[src/rtl/kbd_seg_ctrl.sv]
// rtl/kbd_seg_ctrl.sv - PS/2 keyboard receiver, make/break decoder and seven-segment display driver
module kbd_seg_ctrl #(
  parameter int CNT_DIGITS  = 4,
  parameter int TIMEOUT_CYC = 50000,
  parameter int SYNC_STAGES = 3
) (
  input  logic                        clk,
  input  logic                        resetn,
  input  logic                        ps2_clk,
  input  logic                        ps2_data,
  output logic [8*(4+CNT_DIGITS)-1:0] seg,
  output logic                        key_press,
  output logic                        frame_err
);
  localparam int CW  = 4 * CNT_DIGITS;
  localparam int WDW = $clog2(TIMEOUT_CYC + 1);
  localparam int SW  = 8 * (4 + CNT_DIGITS);

  typedef enum logic [1:0] {S_IDLE, S_EXT, S_BRK, S_EXT_BRK} state_t;

  logic [SYNC_STAGES-1:0] clk_sync_q, data_sync_q;
  logic                   ps2_fall, ps2_bit;
  logic [9:0]             shift_q, shift_d;
  logic [3:0]             bit_cnt_q, bit_cnt_d;
  logic [WDW-1:0]         wd_q, wd_d;
  logic                   byte_valid_q, byte_valid_d;
  logic [7:0]             byte_q, byte_d;
  logic                   frame_err_q, frame_err_d;
  logic [10:0]            frame;
  logic                   frame_ok;

  state_t                 state_q, state_d;
  logic                   dec_make, dec_brk, dec_ext, hit;
  logic                   held_q, held_d, ext_q, ext_d;
  logic [7:0]             code_q, code_d, ascii;
  logic [CW-1:0]          cnt_q, cnt_d;
  logic                   key_press_q, key_press_d;
  logic [SW-1:0]          seg_q, seg_d;

  function automatic logic [7:0] hex7(input logic [3:0] v);
    case (v)
      4'h0: hex7 = 8'hC0;  4'h1: hex7 = 8'hF9;  4'h2: hex7 = 8'hA4;  4'h3: hex7 = 8'hB0;
      4'h4: hex7 = 8'h99;  4'h5: hex7 = 8'h92;  4'h6: hex7 = 8'h82;  4'h7: hex7 = 8'hF8;
      4'h8: hex7 = 8'h80;  4'h9: hex7 = 8'h90;  4'hA: hex7 = 8'h88;  4'hB: hex7 = 8'h83;
      4'hC: hex7 = 8'hC6;  4'hD: hex7 = 8'hA1;  4'hE: hex7 = 8'h86;  default: hex7 = 8'h8E;
    endcase
  endfunction

  assign ps2_fall = clk_sync_q[SYNC_STAGES-1] & ~clk_sync_q[SYNC_STAGES-2];
  assign ps2_bit  = data_sync_q[SYNC_STAGES-1];
  // The last bit of a frame is checked as it arrives, so only the previous ten are stored.
  assign frame    = {ps2_bit, shift_q};
  assign frame_ok = ~frame[0] & frame[10] & (^frame[9:1]);

  always_comb begin
    shift_d      = shift_q;
    bit_cnt_d    = bit_cnt_q;
    wd_d         = wd_q;
    byte_d       = byte_q;
    byte_valid_d = 1'b0;
    frame_err_d  = 1'b0;
    if (ps2_fall) begin
      shift_d = frame[10:1];
      wd_d    = '0;
      if (bit_cnt_q == 4'd10) begin
        bit_cnt_d    = 4'd0;
        byte_d       = frame[8:1];
        byte_valid_d = frame_ok;
        frame_err_d  = ~frame_ok;
      end else begin
        bit_cnt_d = bit_cnt_q + 4'd1;
      end
    end else if (bit_cnt_q != 4'd0) begin
      if (wd_q == WDW'(TIMEOUT_CYC - 1)) begin
        bit_cnt_d = 4'd0;
        wd_d      = '0;
      end else begin
        wd_d = wd_q + 1'b1;
      end
    end else begin
      wd_d = '0;
    end
  end

  always_ff @(posedge clk) begin
    if (!resetn) begin
      clk_sync_q   <= '0;
      data_sync_q  <= '0;
      shift_q      <= '0;
      bit_cnt_q    <= '0;
      wd_q         <= '0;
      byte_q       <= '0;
      byte_valid_q <= 1'b0;
      frame_err_q  <= 1'b0;
    end else begin
      clk_sync_q   <= {clk_sync_q[SYNC_STAGES-2:0], ps2_clk};
      data_sync_q  <= {data_sync_q[SYNC_STAGES-2:0], ps2_data};
      shift_q      <= shift_d;
      bit_cnt_q    <= bit_cnt_d;
      wd_q         <= wd_d;
      byte_q       <= byte_d;
      byte_valid_q <= byte_valid_d;
      frame_err_q  <= frame_err_d;
    end
  end

  always_ff @(posedge clk) begin
    if (!resetn) state_q <= S_IDLE;
    else         state_q <= state_d;
  end

  always_comb begin
    state_d = state_q;
    if (byte_valid_q) begin
      case (state_q)
        S_IDLE: begin
          if (byte_q == 8'hF0)      state_d = S_BRK;
          else if (byte_q == 8'hE0) state_d = S_EXT;
        end
        S_EXT:   state_d = (byte_q == 8'hF0) ? S_EXT_BRK : S_IDLE;
        default: state_d = S_IDLE;
      endcase
    end
  end

  always_comb begin
    dec_make = 1'b0;
    dec_brk  = 1'b0;
    dec_ext  = 1'b0;
    if (byte_valid_q) begin
      case (state_q)
        S_IDLE:  dec_make = (byte_q != 8'hF0) && (byte_q != 8'hE0);
        S_EXT:   begin dec_make = (byte_q != 8'hF0); dec_ext = 1'b1; end
        S_BRK:   dec_brk = 1'b1;
        default: begin dec_brk = 1'b1; dec_ext = 1'b1; end
      endcase
    end
  end

  // A make matching the held key is typematic repeat; anything else is a fresh press.
  assign hit = held_q && ({dec_ext, byte_q} == {ext_q, code_q});

  always_comb begin
    held_d      = held_q;
    code_d      = code_q;
    ext_d       = ext_q;
    cnt_d       = cnt_q;
    key_press_d = 1'b0;
    if (dec_make && !hit) begin
      held_d      = 1'b1;
      code_d      = byte_q;
      ext_d       = dec_ext;
      cnt_d       = cnt_q + 1'b1;
      key_press_d = 1'b1;
    end else if (dec_brk && hit) begin
      held_d = 1'b0;
    end
  end

  always_comb begin
    ascii = 8'hFF;
    if (!ext_q) begin
      case (code_q)
        8'h45: ascii = 8'h30;  8'h16: ascii = 8'h31;  8'h1E: ascii = 8'h32;  8'h26: ascii = 8'h33;
        8'h25: ascii = 8'h34;  8'h2E: ascii = 8'h35;  8'h36: ascii = 8'h36;  8'h3D: ascii = 8'h37;
        8'h3E: ascii = 8'h38;  8'h46: ascii = 8'h39;  8'h1C: ascii = 8'h41;  8'h32: ascii = 8'h42;
        8'h21: ascii = 8'h43;  8'h23: ascii = 8'h44;  8'h24: ascii = 8'h45;  8'h2B: ascii = 8'h46;
        default: ascii = 8'hFF;
      endcase
    end
  end

  always_comb begin
    seg_d        = '1;
    if (held_q) begin
      seg_d[7:0]   = hex7(code_q[3:0]);
      seg_d[15:8]  = hex7(code_q[7:4]);
      seg_d[23:16] = hex7(ascii[3:0]);
      seg_d[31:24] = hex7(ascii[7:4]);
    end
    for (int k = 0; k < CNT_DIGITS; k++) begin
      seg_d[8*(4+k) +: 8] = hex7(cnt_q[4*k +: 4]);
    end
  end

  always_ff @(posedge clk) begin
    if (!resetn) begin
      held_q      <= 1'b0;
      code_q      <= '0;
      ext_q       <= 1'b0;
      cnt_q       <= '0;
      key_press_q <= 1'b0;
      seg_q       <= {{CNT_DIGITS{8'hC0}}, 32'hFFFF_FFFF};
    end else begin
      held_q      <= held_d;
      code_q      <= code_d;
      ext_q       <= ext_d;
      cnt_q       <= cnt_d;
      key_press_q <= key_press_d;
      seg_q       <= seg_d;
    end
  end

  assign seg       = seg_q;
  assign key_press = key_press_q;
  assign frame_err = frame_err_q;
endmodule

[config.mk]
export PLATFORM = sky130hd
export DESIGN_NAME = kbd_seg_ctrl
export DESIGN_NICKNAME = d
export VERILOG_FILES = /design/src/rtl/kbd_seg_ctrl.sv
export SDC_FILE = /design/constraint.sdc
export NUM_CORES = 1
export LEC_CHECK = 0
export ABC_AREA = 1
export BUFFER_PORTS_ARGS = -buffer_cell sky130_fd_sc_hd__buf_4
export CAP_MARGIN = 10
export CORE_UTILIZATION = 58
export CTS_BUF_LIST = sky130_fd_sc_hd__clkbuf_4
export DETAILED_ROUTE_END_ITERATION = 8
export GPL_TIMING_DRIVEN = 1
export HOLD_SLACK_MARGIN = 0.12
export PLACE_DENSITY = 0.79
export SLEW_MARGIN = 40
export SYNTH_ARGS = -nofsm -noshare
export SYNTH_HDL_FRONTEND = slang
export SYNTH_SLANG_ARGS = --single-unit
[constraint.sdc]
create_clock -name clk -period 6.5 [get_ports clk]
set_input_delay 0.65 -clock clk [delete_from_list [all_inputs] [get_ports clk]]
set_output_delay 0.65 -clock clk [all_outputs]
set_load 0.01 [all_outputs]
Word-level counts from Yosys, hierarchy flattened
Memory sizes are Yosys's and may differ from the RTL's. A register that Yosys moved wholly into a read port is not among the register bits.
Index checks and enable logic that the tools add are counted.

storage, ports and cells
  bits in registers = 139
  bits in read-only memories = 896
  input port bits = 4
  output and inout bits = 66
  memories kept = 8

cells by class
  add/subtract/negate cells = 3
  equal/unequal tests = 26
  muxes and demuxes = 19
  bitwise gates (word level) = 8
  reduce and logical (&&, ||, !) cells = 27

memories
  name              depth  width  read ports  clocked after Yosys merged registers in  wr ports  RTL line  RTL
  (name not given)  16     7      1           1                                        0         41        case (v)
  (name not given)  16     7      1           1                                        0         41
  (name not given)  16     7      1           1                                        0         41
  (name not given)  16     7      1           1                                        0         41
  (name not given)  16     7      1           1                                        0         41
  (name not given)  16     7      1           1                                        0         41
  +2 memories       -      -      -           -                                        -         -

operator list
  cell                                           number
  one-hot mux 8 bit (16 select lines)            1
  == test 8 x 6 -> 1 bit, second input constant  11
  adder 16 x 1 -> 16 bit, second input constant  2
  == test 8 x 5 -> 1 bit, second input constant  3
  == test 16 bit, second input constant          1
  == test 8 x 7 -> 1 bit, second input constant  2
  == test 8 bit, second input constant           2
  2-to-1 mux 4 bit                               4
  inequality test 8 bit, second input constant   2
  == test 9 bit                                  1
  zero test 1 bit                                9
  XOR reduction 9 bit                            1
  2-to-1 mux 1 bit                               8
  2-to-1 mux 8 bit                               1
  AND reduction 2 bit                            4
  2-to-1 mux 2 bit                               3
  nonzero test 2 bit                             3
  inverter 1 bit                                 5
  adder 4 x 1 -> 4 bit, second input constant    1
  == test 4 bit, second input constant           1
  logical AND 1 bit                              4
  one-hot mux 2 bit (2 select lines)             1
  nonzero test 4 bit                             1
  OR reduction 2 bit                             2
  other kinds (8)                                10

Logic depth before layout (Yosys ltp)
Gate-level depths: netlist of run 1.

  depth in word-level cells = 9
  depth in mapped cells = 18
  depth with buffers taken out = 18

Least setup slack after synthesis of run 1
OpenSTA, ideal clock, no wires.

  path kind = reg2reg
  from = register code_q[0]
  to = register seg_q[19], in the netlist seg[19]
  library setup time = 126 ps
  data arrival time = 2194 ps
  data required time = 6374 ps
  setup slack = 4180 ps
  stages on the path, launching flop included = 17
  path buffers = 0
  period minus slack after synthesis = 2320 ps
  path through = dfxtp_1 inv_1 ha_1 nand3_1 nor2_1 nor2_4 nand2_2 nor2_4 nand2_8 nand2_4 nor2_1 inv_1 ha_1 nand4_1 nand3_1 nand2_1 nand2_1

on the way
  word-level cells in the longest chain between the ends = 3

ends and longest elaborated chain
  element                                         RTL line  RTL
  start, declared                                 35        logic [7:0] code_q, code_d, ascii;
  start signal, assigned                          196       code_q <= code_d;
  == test 8 x 6 -> 1 bit (tied with other cells)  163       case (code_q)
  one-hot mux 8 bit (16 select lines) *           163
  2-to-1 mux 8 bit *                              162       if (!ext_q) begin
  end, declared                                   38        logic [SW-1:0] seg_q, seg_d;

Every way passes the cells marked *; elsewhere a longest branch is shown, timed or not.
A chain may end at the register's enable or synchronous reset.

Worst setup path in the final report of run 1
  from = register code_q[3]
  to = register seg_q[16], in the netlist seg[16]

The elaborated chain is that of the path after synthesis.

==> results_dict.tcl, run 1 <==
set metrics [dict create \
    status "finished clean" \
    nets 993 \
    setup_violations 0 \
    grt_pass1_vias 5058 \
    start_util 0.606 \
    critPathArrivalTime_ps 3090 \
    vias 5780 \
    yosysSeqAreaShare 0.387 \
    path_class "flop to flop" \
    worstMarginPinSlew_ps 711 \
    netlist.area_leader.share 0.387 \
    syn_avg_cell_area_um2 7.52 \
    rows 38 \
    dr.pass1.iters 5 \
    leakage_nw 3.02 \
    grt_pass1_wl_um 22900 \
    path_clk_slew_ps 110 \
    synth-edff-count 0 \
    min_period_ps 2650 \
    finalHoldViolCount 0 \
    tritoncts "done" \
    stdcell_count 1094 \
    hpwl_um 9620 \
    fmax_ghz 0.377 \
    synth.area.top_cells "dfxtp_1 (39%), nand2_1 (10%), ha_1 (8.9%)" \
    root_buffer "clkbuf_4" \
    grt_start_max_net_pins 51 \
    antenna_found_initial 0 \
    rsz0062_at_grt "no" \
    fin_worst_skew_ps 15.3 \
    remaining_drc_errors 0 \
    cp_max_fo 11 \
    hold_buffers 0 \
    post_cts_buffers 0 \
    holdCritPathClass "input pin to flop" \
    start_kind "flop" \
    finalSetupTns_ps 0 \
    min_to "data_sync_q[0]$_SDFF_PN0_" \
    core_um2 11100 \
    drive_gt1_frac 0.131 \
    grt_usage 0.243 \
    area_growth_pct 10.4 \
    synthArstFlopShare 0 \
    io_pins 70 \
    synthCells 893 \
    rr_endpoint "seg[16]$_SDFF_PN1_" \
    overflow 0 \
    synth_top_area_cell "dfxtp_1" \
    wirelength_um 13500 \
    gp_congestion 0.908 \
    slew_violations 0 \
    layout_worst_path_cycle_share 0.408 \
    via_per_inst 5.28 \
    portBuffers 61 \
    r2r_slack_ps 3850 \
    mostFrequentLayoutCell "nand2_1" \
    endpoint_kind "flop" \
    die_area_um2 12000 \
    hold_path_depth 3 \
    yosys_warnings 0 \
    ant_nets 0 \
    cts.path.max_buffers 2 \
    reg2reg_depth 16 \
    dp.cells 1062 \
    fp.dieW_um 110 \
    powerDensity_nw_per_um2 181 \
    ys_seq_elements 130 \
    max-vdd-ir-drop_mv 0.137 \
    cts_htree_levels 4 \
    diodes 0 \
    relSlewSlack 0.526 \
    crit_required_ps 6940 \
    min-delay-start "ps2_data" \
    cts-resized-gates 0 \
    r2r-start "code_q[3]$_SDFFE_PN0P_" \
    clk_latency_ps 550 \
    synthFlopType "dfxtp_1" \
    maxCapViolations 0 \
    numCtsBuffers 17 \
    ys_types 44 \
    wire_per_inst_um 12.3 \
    die_h_um 110 \
    synth_area_um2 6720 \
    numClockSinks 130 \
    layout_common_cells "nand2_1 (185), dfxtp_1 (130), inv_1 (93)" \
    drt-initial-drc-count 311 \
]
==> report_power, final <==
part	switching, mW	total [mW]	internal, mW
clock network	0.286	0.514	0.228
registers	0.00265	0.803	0.800
logic	0.0201	0.0288	0.00869
total	0.309	1.35	1.04
==> layout make-up <==
cell class | count | area, um^2
clock buffers | 19 | 143
clock inverters | 13 | 119
fillers | 998 | 3660
inverters | 104 | 393
multi-input cells | 625 | 3510
flip-flops and latches | 130 | 2600
well taps | 140 | 175
repair buffers | 63 | 473
==> flip-flops by register name, summed over array words and instances (netlist names), 2 cells and up <==
signal and cells:
seg 55, cnt_q 16, wd_q 16, shift_q 10, byte_q 8, code_q 8
bit_cnt_q 4, clk_sync_q 3, data_sync_q 3, state_q 2
==> routing by layer <==
metal	GRT usage	part of all wire
met1	0.331	0.49
met2	0.370	0.44
met3	0.0533	0.041
met4	0.107	0.025
met5	0	0
==> cells in the mapped netlist, drive strengths merged (2+ instances only) <==
cell     number
nor2         73
nand3b        2
xor2         21
inv         102
clkbuf       21
buf          20
xnor2         7
a311oi        2
o21a          2
a31oi         7
dfxtp       130
o211ai        9
nor3         16
a211oi        5
nand2       190
nor4          4
a21oi        75
nor3b         4
nand4        16
o2111ai       3
o21ai        60
or2           4
o311ai        3
ha           48
clkinv        2
nand3        63
==> per-stage QoR <==
step,worst slack [ps],total power [mW],util,hold slack (ps),cell area (um^2)
6_report,3850,1.35,0.670,283,7420
5_1_grt,3510,1.40,0.670,263,7420
4_1_cts,3870,1.36,0.670,249,7420
3_5_place_dp,3890,0.850,0.646,395,7160
3_3_place_gp,3960,0.849,0.646,397,7160
2_1_floorplan,4180,0.847,-,390,6740
==> worst max-delay path by stage <==
stage                                       from                  to  slack [ps]
after global routing      code_q[3]$_SDFFE_PN0P_  seg[19]$_SDFF_PN1_        3510
after floorplan           code_q[0]$_SDFFE_PN0P_  seg[19]$_SDFF_PN1_        4180
after global placement    code_q[3]$_SDFFE_PN0P_  seg[19]$_SDFF_PN1_        3960
final                     code_q[3]$_SDFFE_PN0P_  seg[16]$_SDFF_PN1_        3850
after detailed placement  code_q[0]$_SDFFE_PN0P_  seg[19]$_SDFF_PN1_        3890
after CTS                 code_q[0]$_SDFFE_PN0P_  seg[19]$_SDFF_PN1_        3870
==> cells by family (layout without fill, tap and decap cells) <==
group / count (synthesis) / after routing / synth area share
adders and majority gates: 48 / 48 / 0.0894
AOI/OAI and AO/OA: 169 / 169 / 0.139
xor gates and xnor gates: 28 / 28 / 0.0365
other: 1 / 8 / 0.000558
DFF: 130 / 130 / 0.387
and+or+nand+nor: 372 / 372 / 0.253
buffers and inverters: 145 / 199 / 0.0935
==> worst max-delay path, cell delays in order (launching register included) <==
cell,delay [ps]
dfxtp_1,620
inv_1,240
nand3_2,160
inv_1,70
a21oi_1,130
nand2_1,70
nor2_1,230
nand2_1,110
nor2_2,190
inv_1,110
ha_1,230
inv_1,60
nor2_1,40
nand4_1,80
nand2_1,50
inv_1,80
nand3_1,70
Power figures use the tool's default switching activity.
==> inputs of run 2 (changes only) <==
==> constraint.sdc (replaced) <==
create_clock -name clk -period 2.6 [get_ports clk]
set_input_delay 0.26 -clock clk [delete_from_list [all_inputs] [get_ports clk]]
set_output_delay 0.26 -clock clk [all_outputs]
set_load 0.01 [all_outputs]
==> run 2 against run 1 <==
  * Routed wire length is 6.0% higher
  * Core utilization is 1.6 points higher
  * Register-to-register slack worse by 3600 ps
  * Power grew to 2.6 times the previous value
  * First-iteration DRC count is 11% higher
  * Largest power group unchanged
==> results_dict.tcl, run 2 (synthesis results as in run 1) <==
set metrics [dict create \
    min_to "data_sync_q[2]$_SDFF_PN0_" \
    endpoint_kind "flop" \
    rr_endpoint "seg[20]$_SDFF_PN1_" \
    drt-initial-drc-count 345 \
    post_cts_buffers 0 \
    nets 1009 \
    die_h_um 110 \
    wire_per_inst_um 12.9 \
    reg2reg_depth 14 \
    antenna_found_initial 0 \
    die_area_um2 12000 \
    wirelength_um 14300 \
    path_class "flop to flop" \
    largest_reg_flops 55 \
    maxCapViolations 0 \
    worstMarginPinSlew_ps 631 \
    remaining_drc_errors 0 \
    grt_pass1_wl_um 23700 \
    io_pins 70 \
    cp_max_fo 12 \
    slowest_stage "dfxtp_1" \
    hold_path_depth 2 \
    setup_violations 0 \
    postPlaceCellArea_um2 7250 \
    slew_violations 0 \
    drive_gt1_frac 0.151 \
    via_per_inst 5.36 \
    rows 38 \
    finalHoldViolCount 0 \
    relSlewSlack 0.578 \
    vias 5953 \
    start_util 0.606 \
    area_growth_pct 13.1 \
    fillers 993 \
    grt_usage 0.250 \
    crit_chain "inv_2, nand2_1, nor2_2, nand2_1, o221ai_1, nor2_1, inv_1, nor2_4, inv_1, ha_1, nand4_1, nor2_1, nor2_1, nand2_1" \
    dp.cells 1075 \
    finalSetupTns_ps 0 \
    stdcell_count 1110 \
    path_clk_slew_ps 110 \
    max-vdd-ir-drop_mv 0.339 \
    clk_latency_ps 540 \
    cts_htree_levels 4 \
    layout_worst_path_cycle_share 0.924 \
    start_kind "flop" \
    portBuffers 61 \
    numCtsBuffers 17 \
    pre_cts_ws_ps 97.1 \
    mostFrequentLayoutCell "nand2_1" \
    layout_setup_ws_ps 197 \
    critPathMaxStageDelay_ps 640 \
    critPathLaunch "code_q[6]$_SDFFE_PN0P_" \
    holdCritPathClass "flop to flop" \
    powerDensity_nw_per_um2 453 \
    cts.path.max_buffers 2 \
    min-delay-start "data_sync_q[1]$_SDFF_PN0_" \
    core_um2 11100 \
    diodes 0 \
    grt_start_max_net_pins 41 \
    leakage_nw 3.11 \
    r2r_slack_ps 200 \
    grt_pass1_vias 5179 \
    root_buffer "clkbuf_4" \
    final_area_um2 7600 \
    ant_nets 0 \
    hpwl_um 9980 \
    tritoncts "done" \
    status "finished clean" \
    min_period_ps 2400 \
    overflow 0 \
    r2r-start "code_q[6]$_SDFFE_PN0P_" \
    gp_congestion 0.911 \
    critPathArrivalTime_ps 2830 \
    fin_worst_skew_ps 13.3 \
    dr.pass1.iters 5 \
    fmax_ghz 0.416 \
    crit_required_ps 3030 \
    fp.dieW_um 110 \
    numClockSinks 130 \
    fin_util 0.686 \
    layout_common_cells "nand2_1 (185), dfxtp_1 (128), inv_1 (92)" \
]
-- run 2: cell types whose count changed in the layout (fill, tap and decap cells not counted), sizes merged --
cell,previous run,this run
bufinv,2,3
clkinv,9,12
dlygate4sd3,0,3
buf,63,76
clkinvlp,4,2
clkbuf,19,17
-- run 2: layer usage --
layer,wire length [um],up-vias,share of wire,track usage
li1,-,3049,-,-
met1,6830,2733,0.48,0.332
met2,6580,153,0.46,0.396
met3,641,18,0.045,0.0533
met4,242,0,0.017,0.100
met5,0,-,0,0
-- run 2: layout make-up --
cell class | instances | area [um^2] | share of cell area
flip-flops and latches | 130 | 2610 | 0.343
multi-input cells | 625 | 3550 | 0.467
clock inverters | 15 | 148 | 0.0194
well taps | 140 | 175 | 0.0231
repair buffers | 79 | 601 | 0.0791
clock buffers | 17 | 128 | 0.0168
inverters | 104 | 393 | 0.0517
-- run 2: critical path, delay by kind of cell, from the launching register on --
kind	cells	cell delay, ps
AO/OA/AOI/OAI	1	120
adder cells (fa/ha/maj)	1	220
buffers and inverters	3	310
flip-flops	1	640
AND/OR/NAND/NOR	9	990
-- run 2: power by group --
| part | total (mW) | switching, mW | internal (mW) |
|---|---|---|---|
| sequential | 2.01 | 0.00675 | 2.00 |
| combinational | 0.0783 | 0.0517 | 0.0266 |
| clock | 1.35 | 0.715 | 0.639 |
| total | 3.44 | 0.773 | 2.67 |
-- run 2: worst max-delay path by stage --
| stage | endpoint | slack (ps) |
|---|---|---|
| 2_1_floorplan | seg[19]$_SDFF_PN1_ | 280 |
| 3_3_place_gp | seg[19]$_SDFF_PN1_ | 180 |
| 3_5_place_dp | seg[20]$_SDFF_PN1_ | 100 |
| 4_1_cts | seg[20]$_SDFF_PN1_ | 20 |
| 5_1_grt | seg[16]$_SDFF_PN1_ | -1 |
| 6_report | seg[20]$_SDFF_PN1_ | 200 |
-- run 2: stage by stage --
| step | hold slack, ps | power, mW |
|---|---|---|
| 6_report | 431 | 3.44 |
| 5_1_grt | 422 | 3.57 |
| 4_1_cts | 403 | 3.47 |
| 3_5_place_dp | 407 | 2.13 |
| 3_3_place_gp | 395 | 2.12 |
| 2_1_floorplan | 358 | 2.12 |
-- run 2: timing repair --
action / 4_1_cts / 5_1_grt
endpoints found under the setup margin: 0 / 10
resized for setup: 0 / 13
hold endpoints to repair: 8 / 0
hold buffers: 3 / 0
